<file path="src/rtl/ir_frame_receiver_pkg.sv">
// Shared types and timing-window helpers for the pulse-distance IR frame receiver.
package ir_pkg;

   typedef enum logic [1:0] {IDLE, LEADER, DATA, CHECK} state_t;

   typedef enum logic [2:0] {CLS_T0, CLS_T1, CLS_START, CLS_REPEAT, CLS_INVALID} cls_t;

   // Inclusive acceptance window around a nominal interval.
   function automatic int unsigned win_lo(input int unsigned nominal, input int unsigned tol_shift);
      return nominal - (nominal >> tol_shift);
   endfunction

   function automatic int unsigned win_hi(input int unsigned nominal, input int unsigned tol_shift);
      return nominal + (nominal >> tol_shift);
   endfunction

   function automatic bit win_overlap(input int unsigned a, input int unsigned b,
                                      input int unsigned tol_shift);
      return (win_lo(a, tol_shift) <= win_hi(b, tol_shift)) &&
             (win_lo(b, tol_shift) <= win_hi(a, tol_shift));
   endfunction

endpackage

</file>
<file path="src/rtl/ir_frame_receiver_if.sv">
// Consumer-side bus of the IR receiver: decoded frame, status pulses and ready/ack handshake.
interface ir_frame_receiver_if #(parameter int NBITS = 32);

   logic             ack;
   logic [NBITS-1:0] command;
   logic             ready;
   logic             repeat_pulse;
   logic [7:0]       repeat_count;
   logic             error;
   logic             overrun;

   modport master (input ack, output command, ready, repeat_pulse, repeat_count, error, overrun);
   modport slave  (output ack, input command, ready, repeat_pulse, repeat_count, error, overrun);

endinterface

</file>
<file path="src/rtl/ir_frame_receiver_input_filter.sv">
// Two-flop synchroniser plus persistence filter for an idle-high input; emits a
// one-cycle pulse when the filtered level falls.
module ir_input_filter #(
   parameter int FILTER_LEN = 16
) (
   input  logic clk,
   input  logic rst,
   input  logic raw,
   output logic level,
   output logic fall
);

   localparam int CW = $clog2(FILTER_LEN + 1);

   logic          sync1;
   logic          sync2;
   logic [CW-1:0] cnt;

   // Synchronise, then accept a new level only after it persisted FILTER_LEN cycles.
   always_ff @(posedge clk) begin
      if (!rst) begin
         sync1 <= 1'b1;
         sync2 <= 1'b1;
         level <= 1'b1;
         cnt   <= '0;
         fall  <= 1'b0;
      end else begin
         sync1 <= raw;
         sync2 <= sync1;
         fall  <= 1'b0;
         if (sync2 != level) begin
            if (cnt == CW'(FILTER_LEN - 1)) begin
               level <= sync2;
               cnt   <= '0;
               fall  <= ~sync2;
            end else begin
               cnt <= cnt + 1'b1;
            end
         end else begin
            cnt <= '0;
         end
      end
   end

endmodule

</file>
<file path="src/rtl/ir_frame_receiver.sv">
// Pulse-distance IR frame receiver: classifies falling-edge intervals, assembles
// LSB-first frames, detects repeat codes and hands frames over with ready/ack.
module ir_frame_receiver import ir_pkg::*; #(
   parameter int NBITS      = 32,
   parameter int T0         = 28750,
   parameter int T1         = 56250,
   parameter int START      = 126250,
   parameter int REPEAT     = 281250,
   parameter int TOL_SHIFT  = 3,
   parameter int TIMEOUT    = 350000,
   parameter int FILTER_LEN = 16,
   parameter int CHECK_INV  = 1
) (
   input  logic                clk,
   input  logic                rst,
   input  logic                enable,
   input  logic                ir_input,
   output logic                test,
   ir_frame_receiver_if.master bus
);

   localparam int CNT_W = $clog2(TIMEOUT + 1);
   localparam int BC_W  = $clog2(NBITS);

   localparam logic [CNT_W-1:0] TMO      = CNT_W'(TIMEOUT);
   localparam logic [CNT_W-1:0] LO_T0    = CNT_W'(win_lo(T0, TOL_SHIFT));
   localparam logic [CNT_W-1:0] HI_T0    = CNT_W'(win_hi(T0, TOL_SHIFT));
   localparam logic [CNT_W-1:0] LO_T1    = CNT_W'(win_lo(T1, TOL_SHIFT));
   localparam logic [CNT_W-1:0] HI_T1    = CNT_W'(win_hi(T1, TOL_SHIFT));
   localparam logic [CNT_W-1:0] LO_START = CNT_W'(win_lo(START, TOL_SHIFT));
   localparam logic [CNT_W-1:0] HI_START = CNT_W'(win_hi(START, TOL_SHIFT));
   localparam logic [CNT_W-1:0] LO_REP   = CNT_W'(win_lo(REPEAT, TOL_SHIFT));
   localparam logic [CNT_W-1:0] HI_REP   = CNT_W'(win_hi(REPEAT, TOL_SHIFT));
   localparam logic [BC_W-1:0]  LAST_BIT = BC_W'(NBITS - 1);

   if (NBITS < 8 || NBITS > 32) begin : g_bad_nbits
      $error("ir_frame_receiver: NBITS must be within 8..32");
   end
   if (win_overlap(T0, T1, TOL_SHIFT) || win_overlap(T0, START, TOL_SHIFT) ||
       win_overlap(T0, REPEAT, TOL_SHIFT) || win_overlap(T1, START, TOL_SHIFT) ||
       win_overlap(T1, REPEAT, TOL_SHIFT) || win_overlap(START, REPEAT, TOL_SHIFT)) begin : g_overlap
      $error("ir_frame_receiver: interval windows overlap");
   end
   if (TIMEOUT <= int'(win_hi(START, TOL_SHIFT)) || TIMEOUT <= int'(win_hi(REPEAT, TOL_SHIFT)) ||
       TIMEOUT <= int'(win_hi(T1, TOL_SHIFT))) begin : g_timeout
      $error("ir_frame_receiver: TIMEOUT must exceed every window upper bound");
   end

   logic             level;
   logic             fall;
   logic [CNT_W-1:0] ivl;
   cls_t             cls;
   state_t           state;
   state_t           state_d;
   logic [BC_W-1:0]  bitcnt;
   logic [NBITS-1:0] data_sr;
   logic             last_valid;
   logic             inv_ok;
   logic             clr_bits;
   logic             shift_en;
   logic             bit_val;
   logic             frame_ok;
   logic             err_now;
   logic             rep_acc;

   ir_input_filter #(.FILTER_LEN(FILTER_LEN)) u_filter (
      .clk   (clk),
      .rst   (rst),
      .raw   (ir_input),
      .level (level),
      .fall  (fall)
   );

   assign test = level;

   if (CHECK_INV != 0 && NBITS == 32) begin : g_inv
      assign inv_ok = (data_sr[31:24] == ~data_sr[23:16]);
   end else begin : g_no_inv
      assign inv_ok = 1'b1;
   end

   // Cycles since the last filtered falling edge, saturating at TIMEOUT.
   always_ff @(posedge clk) begin
      if (!rst)              ivl <= TMO;
      else if (fall)         ivl <= CNT_W'(1);
      else if (ivl != TMO)   ivl <= ivl + 1'b1;
   end

   // Map the interval ending at this edge to a symbol, highest priority first.
   always_comb begin
      cls = CLS_INVALID;
      if (ivl >= LO_START && ivl <= HI_START)  cls = CLS_START;
      else if (ivl >= LO_REP && ivl <= HI_REP) cls = CLS_REPEAT;
      else if (ivl >= LO_T1 && ivl <= HI_T1)   cls = CLS_T1;
      else if (ivl >= LO_T0 && ivl <= HI_T0)   cls = CLS_T0;
   end

   // Frame FSM state register.
   always_ff @(posedge clk) begin
      if (!rst) state <= IDLE;
      else      state <= state_d;
   end

   // Next-state and per-cycle decode actions.
   always_comb begin
      state_d  = state;
      clr_bits = 1'b0;
      shift_en = 1'b0;
      bit_val  = 1'b0;
      frame_ok = 1'b0;
      err_now  = 1'b0;
      rep_acc  = 1'b0;
      if (!enable) begin
         state_d = IDLE;
      end else begin
         case (state)
            IDLE: if (fall) state_d = LEADER;
            LEADER: begin
               if (fall) begin
                  if (cls == CLS_START) begin
                     state_d  = DATA;
                     clr_bits = 1'b1;
                  end else if (cls == CLS_REPEAT) begin
                     state_d = IDLE;
                     rep_acc = last_valid;
                  end
               end else if (ivl == TMO) begin
                  state_d = IDLE;
               end
            end
            DATA: begin
               if (fall) begin
                  if (cls == CLS_T0 || cls == CLS_T1) begin
                     shift_en = 1'b1;
                     bit_val  = (cls == CLS_T1);
                     if (bitcnt == LAST_BIT) state_d = CHECK;
                  end else begin
                     err_now = 1'b1;
                     state_d = IDLE;
                  end
               end else if (ivl == TMO) begin
                  err_now = 1'b1;
                  state_d = IDLE;
               end
            end
            CHECK: begin
               state_d  = IDLE;
               frame_ok = inv_ok;
               err_now  = ~inv_ok;
            end
            default: state_d = IDLE;
         endcase
      end
   end

   // Bit assembly and memory of whether the last frame was good (gates repeats).
   always_ff @(posedge clk) begin
      if (!rst) begin
         bitcnt     <= '0;
         data_sr    <= '0;
         last_valid <= 1'b0;
      end else begin
         if (clr_bits) begin
            bitcnt <= '0;
         end else if (shift_en) begin
            data_sr[bitcnt] <= bit_val;
            bitcnt          <= bitcnt + 1'b1;
         end
         if (frame_ok)     last_valid <= 1'b1;
         else if (err_now) last_valid <= 1'b0;
      end
   end

   // Consumer-facing outputs: frame latch, ready/ack handshake, overrun and repeat tracking.
   always_ff @(posedge clk) begin
      if (!rst) begin
         bus.command      <= '0;
         bus.ready        <= 1'b0;
         bus.overrun      <= 1'b0;
         bus.repeat_pulse <= 1'b0;
         bus.repeat_count <= '0;
         bus.error        <= 1'b0;
      end else begin
         bus.error        <= err_now;
         bus.repeat_pulse <= rep_acc;
         if (rep_acc && bus.repeat_count != 8'hFF) bus.repeat_count <= bus.repeat_count + 1'b1;
         if (frame_ok) begin
            bus.command      <= data_sr;
            bus.ready        <= 1'b1;
            bus.repeat_count <= '0;
            if (bus.ready && !bus.ack) bus.overrun <= 1'b1;
         end else if (bus.ack && bus.ready) begin
            bus.ready   <= 1'b0;
            bus.overrun <= 1'b0;
         end
      end
   end

endmodule

</file>
<file path="src/flat_wrapper.sv">
// flat-port wrapper written by rule: the top's interface ports become plain ports
module ir_frame_receiver_flat import ir_pkg::*;
#(
   parameter int NBITS      = 32,
   parameter int T0         = 28750,
   parameter int T1         = 56250,
   parameter int START      = 126250,
   parameter int REPEAT     = 281250,
   parameter int TOL_SHIFT  = 3,
   parameter int TIMEOUT    = 350000,
   parameter int FILTER_LEN = 16,
   parameter int CHECK_INV  = 1
)
  (clk, rst, enable, ir_input, test, bus_ack, bus_command, bus_ready, bus_repeat_pulse, bus_repeat_count, bus_error, bus_overrun);
  ir_frame_receiver_if #(.NBITS(NBITS)) bus_i ();
  input  logic clk;
  input  logic rst;
  input  logic enable;
  input  logic ir_input;
  output logic test;
  input wire logic [$bits(bus_i.ack)-1:0] bus_ack;
  output wire logic [$bits(bus_i.command)-1:0] bus_command;
  output wire logic [$bits(bus_i.ready)-1:0] bus_ready;
  output wire logic [$bits(bus_i.repeat_pulse)-1:0] bus_repeat_pulse;
  output wire logic [$bits(bus_i.repeat_count)-1:0] bus_repeat_count;
  output wire logic [$bits(bus_i.error)-1:0] bus_error;
  output wire logic [$bits(bus_i.overrun)-1:0] bus_overrun;
  assign bus_i.ack = bus_ack;
  assign bus_command = bus_i.command;
  assign bus_ready = bus_i.ready;
  assign bus_repeat_pulse = bus_i.repeat_pulse;
  assign bus_repeat_count = bus_i.repeat_count;
  assign bus_error = bus_i.error;
  assign bus_overrun = bus_i.overrun;
  ir_frame_receiver #(.NBITS(NBITS), .T0(T0), .T1(T1), .START(START), .REPEAT(REPEAT), .TOL_SHIFT(TOL_SHIFT), .TIMEOUT(TIMEOUT), .FILTER_LEN(FILTER_LEN), .CHECK_INV(CHECK_INV)) u_core (.clk(clk), .rst(rst), .enable(enable), .ir_input(ir_input), .test(test), .bus(bus_i));
endmodule
</file>
<file path="config.mk">
export PLATFORM = sky130hd
export DESIGN_NAME = ir_frame_receiver_flat
export DESIGN_NICKNAME = d
export VERILOG_FILES = /design/src/rtl/ir_frame_receiver_pkg.sv /design/src/rtl/ir_frame_receiver_if.sv /design/src/rtl/ir_frame_receiver_input_filter.sv /design/src/rtl/ir_frame_receiver.sv /design/src/flat_wrapper.sv
export SDC_FILE = /design/constraint.sdc
export NUM_CORES = 1
export LEC_CHECK = 0
export CAP_MARGIN = 25
export CORE_UTILIZATION = 60
export DETAILED_ROUTE_END_ITERATION = 8
export GPL_ROUTABILITY_DRIVEN = 0
export PLACE_DENSITY = 0.82
export SYNTH_ARGS = -nofsm -noshare
export SYNTH_HDL_FRONTEND = slang
export SYNTH_HIERARCHICAL = 1
export SYNTH_SLANG_ARGS = --single-unit
</file>
<file path="constraint.sdc">
create_clock -name clk -period 4.5 [get_ports clk]
set_input_delay 1.125 -clock clk [delete_from_list [all_inputs] [get_ports clk]]
set_output_delay 1.125 -clock clk [all_outputs]
set_load 0.005 [all_outputs]
</file>
==> results of run 1 <==
## worst max-delay path: stages, from the launching register on
cell and delay [ns]:
dfxtp_1 0.54, ha_1 0.28, or3b_1 0.38, nor4_1 0.35
nor4_1 0.14, a21oi_2 0.12, buf_4 0.35, nand3_1 0.33
buf_16 0.28, mux2i_1 0.18
## metal layers
metal	routed length, um	share of wire, %
met1	5670	44
met2	6010	47
met3	793	6.2
met5	0	0
met4	414	3.2
## placed cells by master (no fill, tap or decap), drive strengths merged, types with 5 or more instances in the layout
cell type / n
ha: 12
a21oi: 25
xnor2: 17
nor4: 10
o31ai: 6
and2: 5
clkbuf: 9
mux2i: 64
nor2b: 32
a311oi: 5
or3: 6
nand2b: 9
nand4: 9
dfxtp: 112
clkdlybuf4s50: 48
o21ai: 27
nor3: 17
nand2: 57
nand3: 21
nor2: 36
inv: 14
xor2: 10
a211oi: 5
buf: 7
o211ai: 33
## per-stage QoR
stage / power [mW] / hold WS [ns] / util, % / instances
after floorplan: 1.05 / 0.386 / - / 645
after global placement: 1.06 / 0.393 / 66.9 / 777
after detailed placement: 1.07 / 0.406 / 66.9 / 777
after CTS: 1.74 / 0.431 / 69.5 / 793
after global routing: 1.79 / 0.467 / 69.8 / 794
final: 1.74 / 0.427 / 69.8 / 794
## logic make-up after synthesis
family | Yosys count | synth area share (%)
adder cells (fa/ha/maj) | 12 | 2.60
AND/OR/NAND/NOR | 235 | 22.0
flip-flops | 112 | 38.8
buffers and inverters | 64 | 5.11
XOR/XNOR | 27 | 4.09
multiplexers | 64 | 11.1
AO/OA/AOI/OAI | 131 | 16.3
## synthesized netlist by cell type, types with 4 or more instances
cell type	n
a211oi_1	4
a21oi_1	24
a311oi_1	4
and2_1	5
and3_1	4
buf_2	20
buf_6	4
clkbuf_1	25
dfxtp_1	112
ha_1	12
inv_1	13
mux2i_1	64
nand2_1	57
nand2b_1	9
nand3_1	21
nand4_1	9
nor2_1	36
nor2b_1	32
nor3_1	17
nor4_1	10
o211ai_1	33
o21ai_0	26
o31ai_1	6
or3_1	6
or4_1	4
xnor2_1	17
xor2_1	10
## report_power, final
part	leakage (nW)	internal [mW]	total, mW	switching [mW]
clock network	0.119	0.325	0.692	0.367
logic	1.21	0.0173	0.0464	0.0291
registers	0.903	0.993	0.997	0.00399
## worst max path at each step
stage / cells after the start / to / from
2_1_floorplan: 7 / u_core/bus.command[15] / enable
3_3_place_gp: 5 / u_core/data_sr[9] / enable
3_5_place_dp: 8 / u_core/data_sr[24] / u_core/ivl[1]
4_1_cts: 8 / u_core/data_sr[24] / u_core/ivl[1]
5_1_grt: 9 / u_core/data_sr[12] / u_core/ivl[1]
6_report: 9 / u_core/data_sr[0] / u_core/ivl[1]
## state kept, by name, summed over array words and instances, names as in the netlist, 2 cells and up
signal / flops
u_core/data_sr: 32
u_core/u_filter/cnt: 5
u_core/state: 2
u_core/ivl: 19
u_core/bus.repeat_count: 8
u_core/bitcnt: 5
u_core/bus.command: 32
## cell type report
cell class	instances	area share (%)
clock buffers	9	1.91
repair buffers	55	8.49
clock inverters	7	1.78
flip-flops and latches	112	34.6
inverters	13	0.753
multi-input cells	469	50.0
well taps	129	2.49
==> impl_metrics.env, run 1 <==
export IMPL_status="finished clean"
export IMPL_fin_crit_sh_pct=67.5
export IMPL_cts_sinks=112
export IMPL_relSlewSlack_pct=54.4
export IMPL_clkTransAtPathRegs_ns=0.11
export IMPL_met2_usage_pct=42.9
export IMPL_final_hold_viol_count=0
export IMPL_h_tree_depth=3
export IMPL_async_reset_ff_share_pct=0
export IMPL_max_freq_mhz=329
export IMPL_tightest_slew_ns=0.683
export IMPL_cp_required_ns=4.81
export IMPL_yosys_warnings=6
export IMPL_wl_per_cell_um=16.2
export IMPL_critPathMaxFanout=37
export IMPL_detail_route_antenna_nets=0
export IMPL_multiInputGateArea_um2=3240
export IMPL_drtPass1Iterations=6
export IMPL_top_usage_layer="met2"
export IMPL_whs_path_depth=1
export IMPL_ir_drop_uv=310
export IMPL_die_area_um2=10000
export IMPL_setup_violations_final=0
export IMPL_grt_use_met3_pct=6.69
export IMPL_remaining_drc_errors=0
export IMPL_syn_avg_cell_area_um2=8.95
export IMPL_synth_top_cell_by_area="dfxtp_1"
export IMPL_clk_latency_ns=0.39
export IMPL_grt_use_total_pct=27.0
export IMPL_antenna_found_initial=0
export IMPL_fin_ws_ns=1.46
export IMPL_synth_nets=662
export IMPL_rr_worst_depth=9
export IMPL_power_leakage_nw=2.23
export IMPL_ys_seq_area_share_pct=38.8
export IMPL_min_period_ns=3.04
export IMPL_synthTopCellsByArea="dfxtp_1, mux2i_1, o211ai_1"
export IMPL_setup_total_negative_slack_ns=0
export IMPL_grt_max_degree=38
export IMPL_synth_top_area_share_pct=38.8
export IMPL_skew_ns=0.0152
export IMPL_reg2reg_from="u_core/ivl[1]"
export IMPL_path_class="register to register"
export IMPL_ys_types=68
export IMPL_start_util_pct=62.2
export IMPL_hp_class="register to register"
export IMPL_clockBufferDepth=2
export IMPL_cts_resized=0
export IMPL_rsz0062_at_grt="no"
export IMPL_syn_area_um2=5780
export IMPL_port_buffers=49
export IMPL_grt_use_met1_pct=34.8
export IMPL_grt_overflow=0
export IMPL_ios=50
export IMPL_ctsHoldBuffers=0
export IMPL_core_um2=9280
export IMPL_drive_gt1_share_pct=5.41
export IMPL_grt_pass1_wl_um=21700
export IMPL_p_per_area_nw_per_um2=268
export IMPL_chipHeight_um=100
export IMPL_layout_nets=677
export IMPL_slew_violations=0
export IMPL_root_buffer="clkbuf_8"
export IMPL_register_area_um2=2240
export IMPL_fill_cells=749
export IMPL_hpwl_um=8750
export IMPL_vias=4923
export IMPL_placed_area_um2=6210
export IMPL_area_delta_synth_final_pct=12.2
export IMPL_post_cts_buffers=0
export IMPL_fin_area_um2=6480
export IMPL_rows=35
export IMPL_drt_total_wl_um=12900
export IMPL_reg2reg_slack_ns=1.46
export IMPL_hold_start="u_core/u_filter/sync1"
export IMPL_yosys_register_bits=112
export IMPL_grt_pass1_vias=4599
export IMPL_cp_start_kind="register"
export IMPL_syn_inst=645
export IMPL_cts_inserted_buffers=9
export IMPL_maxCapViolations=0
export IMPL_endpoint_kind="register"
export IMPL_synthFlopType="dfxtp_1"
export IMPL_tritoncts="done"
export IMPL_reg2reg_to="u_core/data_sr[0]"
export IMPL_die_x_um=100
export IMPL_hold_end="u_core/u_filter/sync2"
export IMPL_pre_cts_slack_ns=0.954
export IMPL_n_antenna_cell=0
export IMPL_vias_per_cell=6.20
export IMPL_drt_iter0_drc=260
export IMPL_synth_edf_count=0
export IMPL_cp_data_arrival_time_ns=3.35
(Power assumes the default switching activity.)
==> run 2, diff against run 1 <==
--- a/config.mk
+++ b/config.mk
@@ -6,10 +6,10 @@
 export NUM_CORES = 1
 export LEC_CHECK = 0
 export CAP_MARGIN = 25
-export CORE_UTILIZATION = 60
+export CORE_UTILIZATION = 58
 export DETAILED_ROUTE_END_ITERATION = 8
 export GPL_ROUTABILITY_DRIVEN = 0
-export PLACE_DENSITY = 0.82
+export PLACE_DENSITY = 0.8
 export SYNTH_ARGS = -nofsm -noshare
 export SYNTH_HDL_FRONTEND = slang
 export SYNTH_HIERARCHICAL = 1
==> constraint.sdc (replaced) <==
create_clock -name clk -period 2.8 [get_ports clk]
set_input_delay 0.7 -clock clk [delete_from_list [all_inputs] [get_ports clk]]
set_output_delay 0.7 -clock clk [all_outputs]
set_load 0.005 [all_outputs]
==> impl_metrics.env, run 2 (synthesis gave the netlist of run 1 again) <==
export IMPL_h_tree_depth=3
export IMPL_cts_resized=0
export IMPL_drive_gt1_share_pct=6.84
export IMPL_layout_nets=685
export IMPL_grt_pass1_wl_um=22300
export IMPL_register_area_um2=2240
export IMPL_ios=50
export IMPL_layout_common_cells="dfxtp_1, mux2i_1, nand2_1"
export IMPL_status="finished clean"
export IMPL_p_per_area_nw_per_um2=431
export IMPL_hpwl_um=9270
export IMPL_tritoncts="done"
export IMPL_n_antenna_cell=0
export IMPL_grt_use_total_pct=26.9
export IMPL_remaining_drc_errors=0
export IMPL_critPathMaxFanout=11
export IMPL_start_util_pct=59.4
export IMPL_fill_cells=800
export IMPL_die_x_um=102
export IMPL_detail_route_antenna_nets=0
export IMPL_vias=4971
export IMPL_setup_violations_final=0
export IMPL_endpoint_kind="register"
export IMPL_drtPass1Iterations=5
export IMPL_hp_class="register to register"
export IMPL_grt_max_degree=45
export IMPL_grt_overflow=0
export IMPL_root_buffer="clkbuf_8"
export IMPL_grt_pass1_vias=4654
export IMPL_clk_latency_ns=0.39
export IMPL_final_common_cell="dfxtp_1"
export IMPL_post_cts_buffers=0
export IMPL_ctsHoldBuffers=0
export IMPL_cts_inserted_buffers=9
export IMPL_tightest_slew_ns=0.569
export IMPL_area_delta_synth_final_pct=13.6
export IMPL_fin_crit_sh_pct=94.7
export IMPL_port_buffers=49
export IMPL_pre_cts_slack_ns=0.0876
export IMPL_path_class="register to register"
export IMPL_ir_drop_uv=328
export IMPL_max_freq_mhz=377
export IMPL_min_period_ns=2.65
export IMPL_clockBufferDepth=2
export IMPL_cts_sinks=112
export IMPL_clkTransAtPathRegs_ns=0.11
export IMPL_skew_ns=0.00937
export IMPL_wl_per_cell_um=16.7
export IMPL_power_leakage_nw=2.27
export IMPL_drt_iter0_drc=332
export IMPL_reg_largest_list="u_core/bus.command (32), u_core/data_sr (32), u_core/ivl (19)"
export IMPL_rows=36
export IMPL_die_area_um2=10400
export IMPL_rsz0062_at_grt="no"
export IMPL_core_um2=9730
export IMPL_maxCapViolations=0
export IMPL_cp_required_ns=3.12
export IMPL_cp_start_kind="register"
export IMPL_fin_ws_ns=0.147
export IMPL_setup_total_negative_slack_ns=0
export IMPL_slew_violations=0
export IMPL_drt_total_wl_um=13400
export IMPL_antenna_found_initial=0
export IMPL_chipHeight_um=102
export IMPL_final_hold_viol_count=0
export IMPL_relSlewSlack_pct=61.7
export IMPL_multiInputGateArea_um2=3250
export IMPL_vias_per_cell=6.17
export IMPL_cp_data_arrival_time_ns=2.97
-- run 2: changes by cell type in the layout (fill, tap and decap cells not counted), sizes merged --
cell,before,now
inv,14,17
buf,7,15
clkinv,4,1
-- run 2: critical path, cell delays in order, from the launching register on --
cell	delay, ns
dfxtp_1	0.58
nand4_1	0.29
nor4_1	0.43
and4bb_1	0.31
o2111ai_2	0.24
or4_1	0.58
a21oi_1	0.15
-- run 2: where the power goes --
part           internal (mW)  total (mW)  leakage (nW)  switching [mW]
clock                  0.534        1.15         0.123           0.616
combinational         0.0285      0.0760          1.25          0.0475
sequential              1.60        1.60         0.903         0.00743
-- run 2: worst paths after layout --
| path | start | endpoint | slack [ns] | depth (start not counted) |
|---|---|---|---|---|
| max | u_core/ivl[7] | u_core/bus.repeat_count[4] | 0.15 | 6 |
| min | u_core/u_filter/sync1 | u_core/u_filter/sync2 | 0.42 | 1 |
| max reg2reg | u_core/ivl[7] | u_core/bus.repeat_count[4] | 0.15 | 6 |
| min reg2reg | u_core/u_filter/sync1 | u_core/u_filter/sync2 | 0.42 | 1 |
-- run 2: cell type report --
type                       count  area share (%)
sequential                   112            34.2
inverter                      13           0.744
multi-input combinational    469            49.5
clock buffer                   9            1.89
clock inverter                 7            1.81
tap                          133            2.54
timing repair buffer          63            9.38
-- run 2: metal layers --
metal | routed length, um | global-route usage, % | vias to the layer above
li1 | - | - | 2380
met1 | 5760 | 34.3 | 2339
met2 | 6410 | 44.4 | 215
met3 | 838 | 5.38 | 37
met4 | 430 | 11.5 | 0
met5 | 0 | 0 | -
-- run 2: through the flow --
step	util, %	std cells	total power, mW	cell area (um^2)	hold slack, ns
floorplan	-	645	1.69	5780	0.386
global placement	64.9	790	1.71	6310	0.399
detailed placement	64.9	790	1.71	6310	0.397
CTS	67.4	806	2.84	6560	0.427
global route	67.5	806	2.91	6560	0.470
finish	67.5	806	2.83	6560	0.422
==> run 3, diff against run 2 <==
--- a/config.mk
+++ b/config.mk
@@ -7,9 +7,11 @@
 export LEC_CHECK = 0
 export CAP_MARGIN = 25
 export CORE_UTILIZATION = 58
+export CTS_CLUSTER_SIZE = 10
 export DETAILED_ROUTE_END_ITERATION = 8
 export GPL_ROUTABILITY_DRIVEN = 0
 export PLACE_DENSITY = 0.8
+export SLEW_MARGIN = 20
 export SYNTH_ARGS = -nofsm -noshare
 export SYNTH_HDL_FRONTEND = slang
 export SYNTH_HIERARCHICAL = 1
==> constraint.sdc (replaced) <==
create_clock -name clk -period 2.8 [get_ports clk]
set_input_delay 0.56 -clock clk [delete_from_list [all_inputs] [get_ports clk]]
set_output_delay 0.56 -clock clk [all_outputs]
set_load 0.005 [all_outputs]
==> impl_metrics.env, run 3 (synthesis gave the netlist of run 1 again) <==
export IMPL_drtPass1Iterations=5
export IMPL_fill_cells=808
export IMPL_vias_per_cell=6.07
export IMPL_tritoncts="done"
export IMPL_final_hold_viol_count=0
export IMPL_post_route_util_pct=67.1
export IMPL_wl_per_cell_um=16.0
export IMPL_register_area_um2=2240
export IMPL_layout_common_cells="dfxtp_1, mux2i_1, nand2_1"
export IMPL_n_antenna_cell=0
export IMPL_status="finished clean"
export IMPL_die_x_um=102
export IMPL_setup_total_negative_slack_ns=0
export IMPL_skew_ns=0.00816
export IMPL_cts_inserted_buffers=9
export IMPL_vias=4894
export IMPL_rows=36
export IMPL_port_buffers=49
export IMPL_ir_drop_uv=357
export IMPL_relSlewSlack_pct=57.4
export IMPL_die_area_um2=10400
export IMPL_start_util_pct=59.4
export IMPL_endpoint_kind="register"
export IMPL_clkTransAtPathRegs_ns=0.11
export IMPL_final_common_cell="dfxtp_1"
export IMPL_drive_gt1_share_pct=6.84
export IMPL_ios=50
export IMPL_grt_max_degree=45
export IMPL_setup_violations_final=0
export IMPL_tightest_slew_ns=0.634
export IMPL_reg_largest_list="u_core/bus.command (32), u_core/data_sr (32), u_core/ivl (19)"
export IMPL_layout_nets=685
export IMPL_p_total_mw=2.71
export IMPL_grt_pass1_wl_um=21800
export IMPL_whs_path_depth=1
export IMPL_grt_use_total_pct=26.6
export IMPL_clockBufferDepth=2
export IMPL_cp_data_arrival_time_ns=2.93
export IMPL_grt_overflow=0
export IMPL_power_leakage_nw=2.26
export IMPL_chipHeight_um=102
export IMPL_rsz0062_at_grt="no"
export IMPL_detail_route_antenna_nets=0
export IMPL_slew_violations=0
export IMPL_core_um2=9730
export IMPL_rr_worst_depth=8
export IMPL_remaining_drc_errors=0
export IMPL_ctsHoldBuffers=0
export IMPL_cts_sinks=112
export IMPL_root_buffer="clkbuf_8"
export IMPL_h_tree_depth=3
export IMPL_multiInputGateArea_um2=3250
export IMPL_cp_start_kind="register"
export IMPL_drt_total_wl_um=12900
export IMPL_hpwl_um=8890
export IMPL_max_freq_mhz=384
export IMPL_p_per_area_nw_per_um2=415
export IMPL_maxCapViolations=0
export IMPL_area_delta_synth_final_pct=13.0
export IMPL_cp_required_ns=3.12
export IMPL_hold_ws_ns=0.420
export IMPL_critPathMaxFanout=37
export IMPL_grt_pass1_vias=4660
export IMPL_drt_iter0_drc=297
export IMPL_min_period_ns=2.61
export IMPL_hp_class="register to register"
export IMPL_fin_crit_sh_pct=93.1
export IMPL_path_class="register to register"
export IMPL_antenna_found_initial=0
export IMPL_clk_latency_ns=0.39
-- run 3: layer usage --
layer | track usage, % | vias up | share of wire (%)
met2 | 43.3 | 181 | 48
met5 | 0 | - | 0
met3 | 6.49 | 33 | 6.0
li1 | - | 2378 | -
met4 | 11.5 | 0 | 2.7
met1 | 33.5 | 2302 | 43
-- run 3: worst max-delay path, cell delays in order (launching register included) --
cell and delay (ns):
dfxtp_1 0.62, nand3_1 0.27, nor3_1 0.41, nand4_1 0.24
a21oi_2 0.25, buf_12 0.21, nand3_1 0.09, buf_4 0.25
mux2i_1 0.17
-- run 3: path summary, 6_finish.rpt --
| path | from | to | slack (ns) |
|---|---|---|---|
| setup / recovery | u_core/ivl[12] | u_core/data_sr[13] | 0.19 |
| hold / removal | u_core/u_filter/sync1 | u_core/u_filter/sync2 | 0.42 |
| setup reg to reg | u_core/ivl[12] | u_core/data_sr[13] | 0.19 |
| hold reg to reg | u_core/u_filter/sync1 | u_core/u_filter/sync2 | 0.42 |
-- run 3: cell type report --
| cell class | instances | share of cell area [%] |
|---|---|---|
| repair buffers | 63 | 9.24 |
| multi-input cells | 469 | 49.8 |
| inverters | 13 | 0.747 |
| flip-flops and latches | 112 | 34.4 |
| clock inverters | 5 | 1.15 |
| clock buffers | 11 | 2.17 |
| well taps | 133 | 2.55 |
-- run 3: per-stage QoR --
stage	instance area, um^2	cells	setup slack (ns)
2_1_floorplan	5780	645	0.569
3_3_place_gp	6300	790	0.293
3_5_place_dp	6300	790	0.236
4_1_cts	6520	806	0.230
5_1_grt	6530	806	0.0369
6_report	6530	806	0.194
-- run 3: report_power, final --
part | total (mW) | switching, mW | internal (mW)
Sequential | 1.60 | 0.00641 | 1.60
Combinational | 0.0753 | 0.0472 | 0.0281
Clock | 1.03 | 0.572 | 0.457
Total | 2.71 | 0.626 | 2.08
-- run 3: repair_timing --
action                                  in CTS  in global routing
setup buffers                                0                  0
resized for setup                            0                  3
endpoints found under the setup margin       0                 22
